File: src/rtl/station_tracker.sv
// Station tracker: follows a trip from cmd_go to arrival using barcode station reads.
// Optional trip timeout is compiled in with `define STN_TIMEOUT_EN.
module station_tracker #(
  parameter int unsigned TMO_CYC = 1000000
) (
  input  logic       clk,
  input  logic       rst,
  input  logic [7:0] ID,
  input  logic       ID_vld,
  output logic       clr_ID_vld,
  input  logic       cmd_go,
  input  logic [7:0] dest_ID,
  input  logic       cmd_stop,
  output logic       in_transit,
  output logic       arrived,
  output logic       err_ID,
  output logic       tmo,
  output logic [7:0] last_ID,
  output logic [3:0] stn_cnt
);

  typedef enum logic [1:0] {IDLE, TRAVEL, CHK} state_t;

  state_t     state_reg, state_next;
  logic [7:0] dest_reg, dest_next;
  logic [7:0] cap_reg, cap_next;
  logic [7:0] last_reg, last_next;
  logic [3:0] cnt_reg, cnt_next;
  logic       clr_reg, clr_next;
  logic       arr_reg, arr_next;
  logic       err_reg, err_next;
  logic       hold_reg;
  logic       read;
  logic       go_ok;

  function automatic logic id_ok(input logic [7:0] v);
    return v[7:6] == 2'b00;
  endfunction

  // ID_vld stays high while clr is out and for one cycle of reader latency after it
  assign read  = ID_vld && !clr_reg && !hold_reg;
  assign go_ok = cmd_go && id_ok(dest_ID);

`ifdef STN_TIMEOUT_EN
  logic [23:0] tcnt_reg, tcnt_next;
  logic        tmo_reg, tmo_next;
  logic        tmo_hit;

  assign tmo_hit = (state_reg == TRAVEL) && (tcnt_reg == 24'(TMO_CYC - 1));

  always_comb begin
    tcnt_next = tcnt_reg;
    if (state_next == TRAVEL && state_reg != TRAVEL) begin
      tcnt_next = '0;
    end else if (state_reg == TRAVEL) begin
      tcnt_next = ID_vld ? 24'd0 : tcnt_reg + 24'd1;
    end
  end

  always_ff @(posedge clk or posedge rst) begin
    if (rst) begin
      tcnt_reg <= '0;
      tmo_reg  <= 1'b0;
    end else begin
      tcnt_reg <= tcnt_next;
      tmo_reg  <= tmo_next;
    end
  end

  assign tmo = tmo_reg;
`else
  assign tmo = 1'b0;
`endif

  always_comb begin
    state_next = state_reg;
    dest_next  = dest_reg;
    cap_next   = cap_reg;
    last_next  = last_reg;
    cnt_next   = cnt_reg;
    clr_next   = 1'b0;
    arr_next   = 1'b0;
    err_next   = 1'b0;
`ifdef STN_TIMEOUT_EN
    tmo_next   = 1'b0;
`endif
    case (state_reg)
      IDLE: begin
        if (read) begin
          clr_next = 1'b1;
          if (id_ok(ID)) last_next = ID;
        end
        if (go_ok) begin
          dest_next  = dest_ID;
          cnt_next   = '0;
          state_next = TRAVEL;
        end
      end
      TRAVEL: begin
        if (cmd_stop) begin
          state_next = IDLE;
          if (read) clr_next = 1'b1;
        end else begin
          if (go_ok) begin
            dest_next = dest_ID;
            cnt_next  = '0;
          end
          if (read) begin
            cap_next   = ID;
            clr_next   = 1'b1;
            state_next = CHK;
          end
`ifdef STN_TIMEOUT_EN
          else if (tmo_hit) begin
            state_next = IDLE;
            tmo_next   = 1'b1;
          end
`endif
        end
      end
      CHK: begin
        if (cmd_stop) begin
          state_next = IDLE;
        end else if (id_ok(cap_reg)) begin
          last_next = cap_reg;
          if (cnt_reg != 4'hF) cnt_next = cnt_reg + 4'd1;
          // compare against dest_reg, which a go in the read cycle has already reloaded
          if (cap_reg == dest_reg) begin
            state_next = IDLE;
            arr_next   = 1'b1;
          end else begin
            state_next = TRAVEL;
          end
        end else begin
          err_next   = 1'b1;
          state_next = TRAVEL;
        end
      end
      default: state_next = IDLE;
    endcase
  end

  always_ff @(posedge clk or posedge rst) begin
    if (rst) begin
      state_reg <= IDLE;
      dest_reg  <= '0;
      cap_reg   <= '0;
      last_reg  <= '0;
      cnt_reg   <= '0;
      clr_reg   <= 1'b0;
      arr_reg   <= 1'b0;
      err_reg   <= 1'b0;
      hold_reg  <= 1'b0;
    end else begin
      state_reg <= state_next;
      dest_reg  <= dest_next;
      cap_reg   <= cap_next;
      last_reg  <= last_next;
      cnt_reg   <= cnt_next;
      clr_reg   <= clr_next;
      arr_reg   <= arr_next;
      err_reg   <= err_next;
      hold_reg  <= clr_reg;
    end
  end

  assign clr_ID_vld = clr_reg;
  assign arrived    = arr_reg;
  assign err_ID     = err_reg;
  assign last_ID    = last_reg;
  assign stn_cnt    = cnt_reg;
  assign in_transit = (state_reg == TRAVEL) || (state_reg == CHK);

endmodule

File: config.mk
export PLATFORM = sky130hd
export DESIGN_NAME = station_tracker
export DESIGN_NICKNAME = d
export VERILOG_FILES = /design/src/rtl/station_tracker.sv
export SDC_FILE = /design/constraint.sdc
export NUM_CORES = 1
export LEC_CHECK = 0
export BUFFER_PORTS_ARGS = -buffer_cell sky130_fd_sc_hd__buf_2
export CORE_UTILIZATION = 40
export CTS_CLUSTER_DIAMETER = 120
export CTS_CLUSTER_SIZE = 25
export DETAILED_ROUTE_END_ITERATION = 10
export GPL_ROUTABILITY_DRIVEN = 0
export MAX_ROUTING_LAYER = met4
export PLACE_DENSITY = 0.71
export REMOVE_ABC_BUFFERS = 1
export SLEW_MARGIN = 20
export SYNTH_ARGS = -nofsm -noshare
export SYNTH_HDL_FRONTEND = slang
export SYNTH_SLANG_ARGS = --single-unit
File: constraint.sdc
create_clock -name clk -period 1.9 [get_ports clk]
set_input_delay 0.38 -clock clk [delete_from_list [all_inputs] [get_ports clk]]
set_output_delay 0.38 -clock clk [all_outputs]
set_load 0.03 [all_outputs]
* After elaboration in Yosys (flattened, before gate mapping)
Cells that the tools add are included.
** Word-level totals
- Word-level logic and storage cells :: 72
- Register bits after elaboration :: 34
- Input bits :: 21
- Output and inout port bits :: 17
** Operators by class
- Reduce and logical (&&, ||, !) cells :: 19
- Add/sub/neg operators :: 1
- Equal/unequal tests :: 12
- Muxes and demuxes :: 30
- Bitwise gates (word level) :: 1
** Operator list (count)
- $mux 8 :: 6
- $pmux 8 s2 :: 2
- $mux 4 :: 5
- $ne 2x2->1 const B :: 7
- $pmux 4 s3 :: 1
- $mux 1 :: 10
- $mux 2 :: 5
- $reduce_and 5->1 :: 2
- $eq 8x8->1 :: 1
- $logic_not 2->1 :: 4
- $pmux 2 s3 :: 1
- $add 4x1->4 const B :: 1
- $ne 4x4->1 const B :: 1
- $reduce_and 2->1 :: 2
- $reduce_bool 2->1 :: 2
- $logic_and 1x1->1 :: 3
- $ne 3x3->1 const B :: 1
- $reduce_and 3->1 :: 1
- $reduce_bool 3->1 :: 1
- $eq 2x1->1 const B :: 1
- $eq 2x2->1 const B :: 1
- $logic_not 1->1 :: 2
- $reduce_or 2->1 :: 1
- $logic_or 1x1->1 :: 1
- $not 1->1 :: 1

* Longest topological paths before layout
- Word-level depth :: 6
- Gate-level depth with buffers :: 7
- Gate-level depth less buffers :: 6

* Worst setup path after synthesis
No wires, ideal clock.
- Path kind :: flip-flop to flip-flop
- Start :: register clr_reg, in the netlist clr_ID_vld
- End :: register last_reg[0], in the netlist last_ID[0]
- Arrival time :: 1.566 ns
- Stages on the path, launching flop included :: 5
- Clock period less this slack :: 1.691 ns
- Data required time :: 1.775 ns
- Slack :: 0.209 ns
- Path through :: dfrtp_1 -> nor3b_2 -> nand3_1 -> a21boi_2 -> mux2_2
** Between the ends
- Longest elaborated chain between the ends :: 5
** Ends and longest elaborated chain
- from (decl) :: RTL line 29 : logic clr_reg, clr_next;
- from (signal assigned) :: RTL line 160 : clr_reg <= clr_next;
- $logic_not 1->1 :: RTL line 41 : assign read = ID_vld && !clr_reg && !hold_reg;
- $logic_and 1x1->1 (2 in a row) :: RTL line 41
- $ne 2x2->1 (no line)
- $reduce_and 5->1 (no line)
- to (signal assigned) :: RTL line 158 : last_reg <= last_next;
- to (decl) :: RTL line 27 : logic [7:0] last_reg, last_next;
Every way passes these cells.
A chain may end at the register's enable or synchronous reset.

* Final worst setup path
- Start :: register state_reg[0]
- End :: register last_reg[3], in the netlist last_ID[3]
** Between the ends
- Longest elaborated chain between the ends :: 3
- Elaborated cells between the ends (all ways) :: 9
- Those cells by class :: 5 x eq/ne; 1 x mux; 3 x reduce/logical
** Ends and longest elaborated chain
- from (decl) :: RTL line 24 : state_t state_reg, state_next;
- from (signal assigned) :: RTL line 155 : state_reg <= state_next;
- $eq 2x2->1 / $logic_not 2->1 (equally long branches) :: RTL line 87 : case (state_reg)
- $ne 2x2->1 (no line) / $reduce_bool 2->1 (equally long branches)
- $reduce_and 5->1 (no line)
Parallel ways exist; a longest one is shown, timed or not.

==> impl_results.md <==
* Outcome: complete, no violations
* Cell area after synthesis at 1620 um^2
* Hold Buf Count CTS at 0
* Iter 0 DRT Violations at 45
* Clock buffer count from CTS at 5
* Placed cell count at 214
* Hold slack final at between 0.15 and 0.2 ns
* Mapped Cells at ~130
* Hold Path Class: input pin to async pin
* Area of the die at around 4300 um^2
* CP Data Required Time at 2.08 ns
* Crit end category: flip-flop
* Die W at ~66 um
* Detailed-route DRC error count at 0
* Worst setup path category: flip-flop to flip-flop
* Most common cell after layout, fill and taps aside: buf_2
* Final WL at 3.34 mm
* First-pass GRT wire length at 5.55 mm
* RR Startpoint: state_reg[0]$_DFFE_PP0P_
* Tmin final at between 1.5 and 2 ns
* Reg2reg setup slack at ~0.11 ns
* Gate power share at 0.436
* Final Net Count at approximately 200
* 1st-pass router iterations at 4
* Die H at 65.6 um
* Vias/cell at 5.22
* CP arrival at 1.97 ns
* RSZ-0062 raised after global routing: false
* P per Cell Area at approximately 1500 nW/um^2
* Post-synthesis cell type count at 32
* DRT antenna net count at 0
* TNS Setup at 0 ns
* Layout overhead on the synthesized area at 23.0%
* Mean routed wirelength per cell at 14.9 um
* H-tree depth at 2
* Clk_skew at 0.00594 ns
* Layout Cells excl Fill at 224
* Clock sink total at 34
* Max Clk Rate at 558 MHz
* R2R cell count at 6
* Reg2Reg Capture Point: last_ID[3]$_DFFE_PP0P_
* Seq/Total Area, Yosys at 0.526
* Critical path startpoint category: flip-flop
* Post-synth top flop: dfrtp_1
* Gr ovfl total at 0
* Avg Cell Area, Syn at 12.6 um^2
* Post-DP HPWL at 2.39 mm
* Sequential fraction of design power at 0.399
* Io pins at 38
* Maximum VDD drop at 0.650 mV
* Clock share of power at 0.165
* CTS max path bufs at 2
* Final critical-path share of the clock period at 0.943
* # diodes at 0
* CTS Root Cell: clkbuf_8
* Max-cap violations at 0
* Final hold vios at 0
* Sw Pwr at 1.21 mW
* Yosys Warn Count at 0
* Yosys reg bits at 34
* Clock latency on the worst-skew pair at approximately 0.29 ns
* Row count at 22
* Final Power at 3.05 mW
* GRT Util Overall at 0.182
* Clk slew on worst S/H paths at about 0.070 ns
* Initial antenna violation count at 0
* TritonCTS clock tree: built
* P_int at 1.85 mW
* Fraction of registers with async set/reset at 1.00
* EDFF count, synth at 0
* Count of pins over their slew limit at 0
* Effective utilization at floorplan at 0.429
* LEAKAGE at 0.948 nW
* Number of buffers added on ports at 36
* Switch share at 0.395
* Commonest cells after routing, fill and taps aside: buf_2, dfrtp_1, mux2_2
* Filler Cells Inserted at 330
* Worst-path fanout max at 7
* Share of post-route cells with drive strength above 1 at 0.460
* Core area at 3770 um^2
* Largest net degree at the start of global routing at 35
* Vias at 1170
* Endpoints failing setup at 0
* Vias in the first global route at about 1200
## power by group through the flow
stage	Combinational [mW]	Clock (mW)	Sequential, mW
floorplan	0.785	0	1.36
global placement	1.23	0	1.21
detailed placement	1.28	0	1.23
CTS	1.29	0.522	1.22
global route	1.43	0.557	1.26
finish	1.33	0.504	1.22
## how the worst max path moves through the flow
stage | to | depth (start not counted) | from
6_report | last_ID[3]$_DFFE_PP0P_ | 6 | state_reg[0]$_DFFE_PP0P_
5_1_grt | last_ID[2]$_DFFE_PP0P_ | 6 | state_reg[1]$_DFFE_PP0P_
4_1_cts | stn_cnt[3]$_DFFE_PP0P_ | 6 | state_reg[0]$_DFFE_PP0P_
3_5_place_dp | last_ID[0]$_DFFE_PP0P_ | 5 | state_reg[0]$_DFFE_PP0P_
3_3_place_gp | last_ID[0]$_DFFE_PP0P_ | 5 | state_reg[0]$_DFFE_PP0P_
2_1_floorplan | last_ID[0]$_DFFE_PP0P_ | 5 | state_reg[0]$_DFFE_PP0P_
## per-stage QoR
step / setup slack (ns) / instance area [um^2] / utilization
final: 0.107 / 1990 / 0.528
after global routing: 0.0372 / 1990 / 0.528
after CTS: 0.0247 / 1960 / 0.519
after detailed placement: -0.0681 / 1870 / 0.496
after global placement: 0.111 / 1870 / 0.496
after floorplan: 0.154 / 1600 / -
## layer usage
metal,vias up,routed length (um),track usage
li1,542,-,-
met5,-,0,-
met2,35,1650,0.278
met1,586,1470,0.223
met3,7,154,0.0590
met4,0,69,0.0679
## synthesized netlist by cell type (2+ instances only)
| cell | instances | area share |
|---|---|---|
| nand3_1 | 2 | 0.0062 |
| and2_1 | 3 | 0.012 |
| nor2_1 | 5 | 0.012 |
| nand2b_1 | 4 | 0.015 |
| inv_1 | 5 | 0.012 |
| o21ai_0 | 6 | 0.019 |
| dfrtp_1 | 34 | 0.53 |
| buf_4 | 2 | 0.0093 |
| xor2_1 | 6 | 0.032 |
| mux2_2 | 25 | 0.17 |
| ha_1 | 5 | 0.039 |
| o31ai_1 | 3 | 0.014 |
| nor2b_1 | 3 | 0.012 |
| nand2_1 | 8 | 0.019 |
## repair_timing
item,4_1_cts,5_1_grt
cloned,0,0
endpoints found under the setup margin,6,15
pin swaps,0,1
resized for setup,1,3
buffers inserted,0,3
## cells by family (layout without fill, tap and decap cells)
family	count (synthesis)	after routing	share of synthesized area
buf+inv	8	55	0.0240
mux	26	26	0.181
other cells	1	1	0.00232
flops	34	34	0.526
xor+xnor	6	6	0.0325
compound gates	15	15	0.0672
fa+ha+maj	5	5	0.0386
simple gates	34	34	0.129
## area by class of cell
class	instances	area, um^2	area share
well taps	48	60.1	0.0302
flip-flops and latches	34	851	0.427
clock buffers	6	72.6	0.0365
multi-input cells	87	748	0.376
clock inverters	1	7.51	0.00377
inverters	5	18.8	0.00943
repair buffers	43	233	0.117
## worst max-delay path, cell delays in order, from the launching register on
cell,delay (ns)
dfrtp_1,0.43
inv_1,0.11
ha_1,0.25
inv_1,0.11
nand2_1,0.11
a21boi_4,0.31
mux2_2,0.38
Power figures use the tool's default switching activity.
